`src/rtl/fetch_ctrl_pkg.sv`:
```
// Shared definitions for the LC3 fetch-control sequencer: opcode values,
// sequencer states and the instruction classes the sequencer reacts to.
package fetch_ctrl_pkg;

  localparam logic [3:0] OP_BR   = 4'b0000;
  localparam logic [3:0] OP_JSR  = 4'b0100;
  localparam logic [3:0] OP_JMP  = 4'b1100;
  localparam logic [3:0] OP_LD   = 4'b0010;
  localparam logic [3:0] OP_LDR  = 4'b0110;
  localparam logic [3:0] OP_LDI  = 4'b1010;
  localparam logic [3:0] OP_ST   = 4'b0011;
  localparam logic [3:0] OP_STR  = 4'b0111;
  localparam logic [3:0] OP_STI  = 4'b1011;
  localparam logic [3:0] OP_TRAP = 4'b1111;

  typedef enum logic [2:0] {
    S_IDLE     = 3'd0,
    S_FETCH    = 3'd1,
    S_RESOLVE  = 3'd2,
    S_REDIRECT = 3'd3,
    S_MEM      = 3'd4,
    S_HALT     = 3'd5
  } state_t;

  // C_MEM2 marks indirect accesses that need two completed memory transfers.
  typedef enum logic [2:0] {
    C_NONE = 3'd0,
    C_CTRL = 3'd1,
    C_MEM1 = 3'd2,
    C_MEM2 = 3'd3,
    C_TRAP = 3'd4
  } op_class_t;

endpackage

```
`src/rtl/fetch_ctrl_seq_opclass.sv`:
```
// Combinational instruction classifier. Takes the opcode and BR condition
// field (instruction bits [15:9]) and reports how the sequencer must stall.
module fetch_ctrl_opclass
  import fetch_ctrl_pkg::*;
(
  input  logic [6:0] instr_hi,
  output op_class_t  op_class
);

  logic [3:0] opcode;
  logic [2:0] nzp;

  assign opcode = instr_hi[6:3];
  assign nzp    = instr_hi[2:0];

  // A BR with an empty condition field never redirects, so it is a plain NOP.
  always_comb begin
    op_class = C_NONE;
    case (opcode)
      OP_BR:                       op_class = (nzp != 3'b000) ? C_CTRL : C_NONE;
      OP_JMP, OP_JSR:              op_class = C_CTRL;
      OP_LD, OP_LDR, OP_ST, OP_STR: op_class = C_MEM1;
      OP_LDI, OP_STI:              op_class = C_MEM2;
      OP_TRAP:                     op_class = C_TRAP;
      default:                     op_class = C_NONE;
    endcase
  end

endmodule

```
`src/rtl/fetch_ctrl_seq.sv`:
```
// Fetch-control sequencer: Moore FSM that gates the LC3 fetch stage, stalls
// for memory and control-flow instructions, and issues one-cycle redirects.
module fetch_ctrl_seq
  import fetch_ctrl_pkg::*;
#(
  parameter int ADDR_W      = 16,
  parameter int INSTR_W     = 16,
  parameter int RESOLVE_LAT = 2
) (
  input  logic               clock,
  input  logic               reset,
  input  logic               instr_valid,
  input  logic [INSTR_W-1:0] instr_dout,
  input  logic [2:0]         psr_nzp,
  input  logic [ADDR_W-1:0]  exec_taddr,
  input  logic               mem_done,
  output logic               br_taken,
  output logic [ADDR_W-1:0]  taddr,
  output logic               enable_updatePC,
  output logic               enable_fetch,
  output logic               halted
);

  if (RESOLVE_LAT < 1) begin : g_bad_resolve_lat
    $error("fetch_ctrl_seq: RESOLVE_LAT must be at least 1");
  end

  localparam int CNT_W = $clog2(RESOLVE_LAT + 1);
  localparam logic [CNT_W-1:0] CNT_ZERO    = '0;
  localparam logic [CNT_W-1:0] CNT_ONE     = CNT_W'(1);
  localparam logic [CNT_W-1:0] CNT_RESOLVE = CNT_W'(RESOLVE_LAT - 1);

  state_t              state_q, state_d;
  logic [CNT_W-1:0]    cnt_q, cnt_d;
  logic [ADDR_W-1:0]   taddr_q, taddr_d;
  logic [2:0]          nzp_q, nzp_d;
  logic                jump_q, jump_d;

  op_class_t           op_class;
  logic [3:0]          opcode;
  logic                unused_instr_bits;

  assign opcode            = instr_dout[15:12];
  assign unused_instr_bits = ^instr_dout[8:0];

  fetch_ctrl_opclass u_opclass (
    .instr_hi (instr_dout[15:9]),
    .op_class (op_class)
  );

  // Next-state logic: instructions are sampled only in S_FETCH, and the
  // redirect decision (and its target) is taken only on the last resolve cycle.
  always_comb begin
    state_d = state_q;
    cnt_d   = cnt_q;
    taddr_d = taddr_q;
    nzp_d   = nzp_q;
    jump_d  = jump_q;
    case (state_q)
      S_IDLE: state_d = S_FETCH;
      S_FETCH: begin
        if (instr_valid) begin
          case (op_class)
            C_CTRL: begin
              state_d = S_RESOLVE;
              cnt_d   = CNT_RESOLVE;
              jump_d  = (opcode != OP_BR);
              if (opcode == OP_BR) nzp_d = instr_dout[11:9];
            end
            C_MEM1: begin
              state_d = S_MEM;
              cnt_d   = CNT_ZERO;
            end
            C_MEM2: begin
              state_d = S_MEM;
              cnt_d   = CNT_ONE;
            end
            C_TRAP:  state_d = S_HALT;
            default: state_d = S_FETCH;
          endcase
        end
      end
      S_RESOLVE: begin
        if (cnt_q == CNT_ZERO) begin
          if (jump_q || (|(nzp_q & psr_nzp))) begin
            state_d = S_REDIRECT;
            taddr_d = exec_taddr;
          end else begin
            state_d = S_FETCH;
          end
        end else begin
          cnt_d = cnt_q - CNT_ONE;
        end
      end
      S_REDIRECT: state_d = S_FETCH;
      S_MEM: begin
        if (mem_done) begin
          if (cnt_q == CNT_ZERO) state_d = S_FETCH;
          else                   cnt_d   = cnt_q - CNT_ONE;
        end
      end
      S_HALT:  state_d = S_HALT;
      default: state_d = S_IDLE;
    endcase
  end

  // State registers; reset discards any pending redirect or memory access.
  always_ff @(posedge clock) begin
    if (reset) begin
      state_q <= S_IDLE;
      cnt_q   <= CNT_ZERO;
      taddr_q <= '0;
      nzp_q   <= 3'b000;
      jump_q  <= 1'b0;
    end else begin
      state_q <= state_d;
      cnt_q   <= cnt_d;
      taddr_q <= taddr_d;
      nzp_q   <= nzp_d;
      jump_q  <= jump_d;
    end
  end

  assign enable_fetch    = (state_q == S_FETCH);
  assign enable_updatePC = (state_q == S_FETCH) || (state_q == S_REDIRECT);
  assign br_taken        = (state_q == S_REDIRECT);
  assign halted          = (state_q == S_HALT);
  assign taddr           = taddr_q;

endmodule

```
`config.mk`:
```
export PLATFORM = sky130hd
export DESIGN_NAME = fetch_ctrl_seq
export DESIGN_NICKNAME = d
export VERILOG_FILES = /design/src/rtl/fetch_ctrl_pkg.sv /design/src/rtl/fetch_ctrl_seq_opclass.sv /design/src/rtl/fetch_ctrl_seq.sv
export SDC_FILE = /design/constraint.sdc
export NUM_CORES = 1
export LEC_CHECK = 0
export ABC_AREA = 0
export CORE_MARGIN = 2
export CORE_UTILIZATION = 35
export DETAILED_ROUTE_END_ITERATION = 6
export GPL_TIMING_DRIVEN = 1
export MAX_ROUTING_LAYER = met4
export PLACE_DENSITY = 0.7
export SLEW_MARGIN = 20
export SYNTH_ARGS = -nofsm -noshare
export SYNTH_HDL_FRONTEND = slang
export SYNTH_SLANG_ARGS = --single-unit
```
`constraint.sdc`:
```
create_clock -name clock -period 2.2 [get_ports clock]
set_input_delay 0.44 -clock clock [delete_from_list [all_inputs] [get_ports clock]]
set_output_delay 0.44 -clock clock [all_outputs]
set_load 0.02 [all_outputs]
```
* Yosys cells after proc, flatten, opt, wreduce, memory -nomap -nowiden
Index checks and enable logic that the tools add are counted.
Widths: inputs -> output; s select.
** Operators by class
- Eq/ne operators :: 23
- $add $sub $neg :: 1
- Shift-type cells :: 0
- Reductions and logical operators :: 20
- Multipliers :: 0
- Order comparisons :: 0
- Mux-type cells :: 14
- Div/mod/pow operators :: 0
- Bitwise logic cells :: 1
** Operators with widths (count)
- $pmux 3 s5 :: 2
- $eq 4x4->1 const B :: 4
- $eq 3x2->1 const B :: 4
- $eq 4x3->1 const B :: 3
- $mux 3 :: 4
- $reduce_and 4->1 :: 3
- $reduce_or 2->1 :: 5
- $eq 3x3->1 const B :: 3
- $pmux 3 s3 :: 1
- $eq 4x2->1 const B :: 2
- $mux 2 :: 4
- $ne 2x2->1 const B :: 4
- $eq 3x1->1 const B :: 2
- $pmux 2 s3 :: 1
- $reduce_and 3->1 :: 2
- $reduce_bool 3->1 :: 2
- $logic_not 4->1 :: 1
- $pmux 2 s2 :: 1
- $reduce_bool 4->1 :: 1
- $reduce_or 4->1 :: 1
- $and 3x3->3 :: 1
- $logic_not 3->1 :: 1
- $ne 3x2->1 const B :: 1
- $reduce_or 3->1 :: 1
- other kinds (4) :: 5
** Word-level totals
- Input bits :: 39
- Register bits after elaboration :: 25
- Bits in writable memories :: 0
- Word-level logic and storage cells :: 64
- Bits in latches :: 0
- Memories :: 0
- Output and inout port bits :: 20
- Bits in read-only memories :: 0

* Depth between registers and ports, before layout
- Word-level depth :: 8
- Mapped depth :: 8

* By module
From an unflattened synthesis, not the netlist that was laid out.
** Second synthesis, totals
- Cell total of the unflattened synthesis :: 131
- Area total of the unflattened synthesis :: 1212.4 um2
** Modules (own cells, without submodules)
- fetch_ctrl_seq :: sequential area each 500.5 um2, cells an instance 124, instances 1, area an instance 1168.6 um2
- fetch_ctrl_opclass :: sequential area each 0.0 um2, cells an instance 7, instances 1, area an instance 43.8 um2

* Worst setup path before layout
No wires, ideal clock.
- Kind :: input to register
- Start point :: in instr_dout[13]
- End point :: reg cnt_q[0]
- Buffers on the path :: 0
- Required time :: 2.097 ns
- Setup time :: 0.103 ns
- Cell stages on the path :: 4
- Data arrival time :: 1.751 ns
- Setup slack :: 0.346 ns
- Cell sequence :: or4_4 > o211a_4 > and3_4 > a2111oi_2
** Between the ends
- Longest elaborated chain between the ends :: 8
- Elaborated cells on any way between the ends :: 23
** Ends and longest elaborated chain
- start: declaration :: line fetch_ctrl_seq.sv:13 : input logic [INSTR_W-1:0] instr_dout,
- $eq 4x2->1 (tied with other cells) :: line fetch_ctrl_seq_opclass.sv:19 : case (opcode)
- $reduce_or 4->1 or $reduce_or 2->1 (tied branches) :: line fetch_ctrl_seq_opclass.sv:19
- $pmux 3 s5 * :: line fetch_ctrl_seq_opclass.sv:19
- $eq 3x2->1 or $eq 3x1->1 (tied branches) :: line fetch_ctrl_seq.sv:63 : case (op_class)
- $reduce_or 2->1 (no line)
- $pmux 2 s2 :: line fetch_ctrl_seq.sv:63
- $mux 2 :: line fetch_ctrl_seq.sv:62 : if (instr_valid) begin
- $pmux 2 s3 :: line fetch_ctrl_seq.sv:59 : case (state_q)
- end signal: assignment :: line fetch_ctrl_seq.sv:117 : cnt_q <= cnt_d;
- end: declaration :: line fetch_ctrl_seq.sv:34 : logic [CNT_W-1:0] cnt_q, cnt_d;
Mark *: on every way between the ends. The rest lies on a longest branch, timed or not. The select of a mux whose other input is x is not followed.
A chain may end at the register's enable or synchronous reset.

* Worst setup path in the final report
- Start point :: reg state_q[0]
- End point :: out br_taken
** Between the ends
- Longest elaborated chain between the ends :: 1
** Ends and longest elaborated chain
- start: declaration :: line fetch_ctrl_seq.sv:33 : state_t state_q, state_d;
- start signal: assignment :: line fetch_ctrl_seq.sv:116 : state_q <= state_d;
- $eq 3x2->1 :: line fetch_ctrl_seq.sv:126 : assign br_taken = (state_q == S_REDIRECT);
- end: declaration :: line fetch_ctrl_seq.sv:17 : output logic br_taken,
No other way between the ends.

==> metrics.json <==
{
  "cp_num_buf_inv": {"value": 1},
  "power_switching": {"value": 252, "unit": "uW"},
  "final.setup.worst_slack": {"value": 112, "unit": "ps"},
  "p_leak": {"value": 0.780, "unit": "nW"},
  "global_route.overflow_total": {"value": 0},
  "routed-via-count": {"value": 1209},
  "endpoint_kind": {"value": "primary output"},
  "power_report.internal_total": {"value": 671, "unit": "uW"},
  "design.die.area": {"value": 4030, "unit": "um2"},
  "wire_length_of_the_first_global_routing_pass": {"value": 5.23, "unit": "mm"},
  "core_region_area": {"value": 3360, "unit": "um2"},
  "syn_inst": {"value": 129},
  "top_level_ports": {"value": 59},
  "cts_sinks": {"value": 25},
  "detail_route.iter0.violations": {"value": 41},
  "setup.worst_path.start_class": {"value": "flop"},
  "syn_area": {"value": 1240, "unit": "um2"},
  "power": {"value": 923, "unit": "uW"},
  "remaining_drc_errors": {"value": 0},
  "cts-buffers-inserted": {"value": 3},
  "finalHoldWorstSlack": {"value": 497, "unit": "ps"},
  "yosys_warnings": {"value": 0},
  "avgViaCountPerCell": {"value": 5.14},
  "clockBufferDepth": {"value": 2},
  "cts.root.buffer_cell": {"value": "clkbuf_4"},
  "io_buffer_count": {"value": 49},
  "cpPeakStageDelay": {"value": 590, "unit": "ps"},
  "crit_fanout": {"value": 10},
  "holdCritPathClass": {"value": "reg2reg"},
  "synth_top_cells_by_area": {"value": "dfxtp_1 40%, mux2i_1 14%, nor2_1 5.8%"},
  "gp_routability_congestion": {"value": 0.731},
  "post_synth.cell_area_avg": {"value": 9.61, "unit": "um2"},
  "timing.critical_path.max_delay_family": {"value": "buffers and inverters"},
  "power.density": {"value": 489, "unit": "nW/um2"},
  "power.ir.vdd_worst": {"value": 253, "unit": "uV"},
  "dp_hpwl": {"value": 2.52, "unit": "mm"},
  "post-synth-top-count-cell": {"value": "dfxtp_1"},
  "ys_dominant_reg_cell": {"value": "dfxtp_1"},
  "num_rows": {"value": 21},
  "post-route-cell-area": {"value": 1890, "unit": "um2"},
  "initial_util": {"value": 36.9, "unit": "%"},
  "share_seq_of_total_power": {"value": 52.2, "unit": "%"},
  "timing.setup.critical_path_class": {"value": "reg2out"},
  "drive_above_1_share": {"value": 15.3, "unit": "%"},
  "worst-endpoint-required": {"value": 1760, "unit": "ps"},
  "timing_hold_violations_final": {"value": 0},
  "wirelength_per_cell": {"value": 13.7, "unit": "um"},
  "synth.lib_cells_used.distinct": {"value": 42},
  "grt_start_max_net_pins": {"value": 17},
  "synth_common_cells": {"value": "25 x dfxtp_1, 19 x nor2_1, 17 x mux2i_1"},
  "clock_pin_slew_on_the_worst_setup_and_hold_paths": {"value": 130, "unit": "ps"},
  "clk-insertion-delay-late": {"value": 310, "unit": "ps"},
  "filler_cell_count_in_the_final_layout": {"value": 315},
  "power_switching_share": {"value": 27.3, "unit": "%"},
  "post-place-ws": {"value": -166, "unit": "ps"},
  "pwr-share-clk": {"value": 21.7, "unit": "%"},
  "total_wire_length_after_detailed_routing": {"value": 3.22, "unit": "mm"},
  "grt_setup_unrepaired": {"value": "false"},
  "track_usage": {"value": 16.7, "unit": "%"},
  "first_pass_iters": {"value": 4},
  "placed_cell_area": {"value": 1860, "unit": "um2"},
  "synth_edf_count": {"value": 0},
  "post-route-min-period": {"value": 2090, "unit": "ps"},
  "synth_largest_area_cell": {"value": "dfxtp_1"},
  "power.combinational.fraction": {"value": 26.1, "unit": "%"},
  "timing.final.max_slew_violations": {"value": 0},
  "antenna_found_initial": {"value": 0},
  "number_of_global_route_vias_before_repair": {"value": 1220},
  "htree_levels": {"value": 1},
  "insertedDiodeCount": {"value": 0},
  "outcome": {"value": "completed"},
  "slew_of_the_pin_with_the_lowest_slew_margin": {"value": 451, "unit": "ps"},
  "yosysTopAreaCellShare": {"value": 40.4, "unit": "%"},
  "worst_clk_skew": {"value": 5.26, "unit": "ps"},
  "timing.slew.headroom": {"value": 69.9, "unit": "%"},
  "ant_nets": {"value": 0},
  "worst-endpoint-arrival": {"value": 1650, "unit": "ps"},
  "area_delta_synth_final": {"value": 52.3, "unit": "%"},
  "slowest_stage": {"value": "clkdlybuf4s50_1"},
  "finalSetupViolCount": {"value": 0},
  "die_x": {"value": 63.5, "unit": "um"},
  "finalNetCount": {"value": 230},
  "post_cts_resized": {"value": 1},
  "die_h": {"value": 63.5, "unit": "um"},
  "cts_tree": {"value": "built"},
  "cts.hold.buffers_added": {"value": 0},
  "synth_seq_area_share": {"value": 40.4, "unit": "%"},
  "synth.ff_latch_count": {"value": 25},
  "critical_path.cell_chain": {"value": "nor2b_1 > and2_1 > clkdlybuf4s50_1"},
  "timing.max_cap.violations": {"value": 0},
  "postCtsSetupBuffers": {"value": 0},
  "finalCritPeriodShare": {"value": 94.9, "unit": "%"},
  "syn-num-nets": {"value": 169},
  "timing.fmax": {"value": 0.479, "unit": "GHz"},
  "postSynth.asyncResetShare": {"value": 0, "unit": "%"}
}
==> sequential cells by signal, summed over array words and instances, names as in the netlist <==
signal   count
jump_q       1
nzp_q        3
taddr       16
cnt_q        2
state_q      3
==> power by group through the flow <==
stage	Clock [mW]	Sequential [mW]	Combinational, mW
floorplan	0	0.479	0.131
global placement	0	0.489	0.233
detailed placement	0	0.490	0.239
CTS	0.214	0.481	0.241
global route	0.228	0.484	0.256
finish	0.200	0.482	0.240
==> per-stage QoR <==
stage	std cells	utilization [%]	setup TNS (ps)
finish	235	56.1	0
global route	235	56.1	0
CTS	235	56.1	0
detailed placement	231	55.3	-746
global placement	231	55.3	-529
floorplan	129	-	0
==> final timing paths <==
check	startpoint	cells after the start	end	slack, ps
min	nzp_q[1]	2	nzp_q[1]	500
max reg2reg	cnt_q[0]	7	taddr[2]	580
max	state_q[0]	3	br_taken	110
min reg2reg	nzp_q[1]	2	nzp_q[1]	500
==> worst reg2reg max path, stage by stage, from the launching register on <==
cell	delay (ps)
dfxtp_1	350
inv_1	90
ha_1	210
inv_1	50
a2111o_1	330
buf_4	220
mux2i_1	200
nor2_1	70
==> cell usage in the layout, fill, tap and decap left out, types with 2 or more instances in the layout <==
| cell | instances |
|---|---|
| o21a_1 | 2 |
| nor2_1 | 19 |
| and2_1 | 3 |
| dfxtp_1 | 23 |
| nor3_1 | 3 |
| clkdlybuf4s50_1 | 49 |
| buf_4 | 13 |
| nand2b_1 | 3 |
| a21oi_1 | 8 |
| nand3b_1 | 3 |
| inv_1 | 5 |
| a211oi_1 | 2 |
| o31ai_1 | 3 |
| mux2i_1 | 17 |
| dfxtp_2 | 2 |
| nand4_1 | 3 |
| clkbuf_4 | 3 |
| a21bo_2 | 2 |
==> cells by family (layout without fill, tap and decap cells) <==
group,Yosys count,after routing,synth area share [%]
and+or+nand+nor,43,43,19.1
AOI/OAI and AO/OA,31,31,21.3
DFF,25,25,40.4
muxes,18,18,14.6
buffers and inverters,11,71,3.63
adders and majority gates,1,1,1.01
==> per-layer routing <==
layer	vias to the layer above	routed length [um]	track usage (%)
met5	-	0	-
met4	0	23	5.71
met3	4	212	3.75
met2	44	1570	29.9
met1	563	1410	18.0
li1	598	-	-
==> final cells by class <==
class                      instances  area (um2)  area share, %
clock buffer                       4        26.3           1.39
inverter                           5        18.8          0.994
multi-input combinational         93         694           36.8
sequential                        25         503           26.6
tap                               46        57.6           3.05
timing repair buffer              62         588           31.1
(Power assumes the default switching activity.)
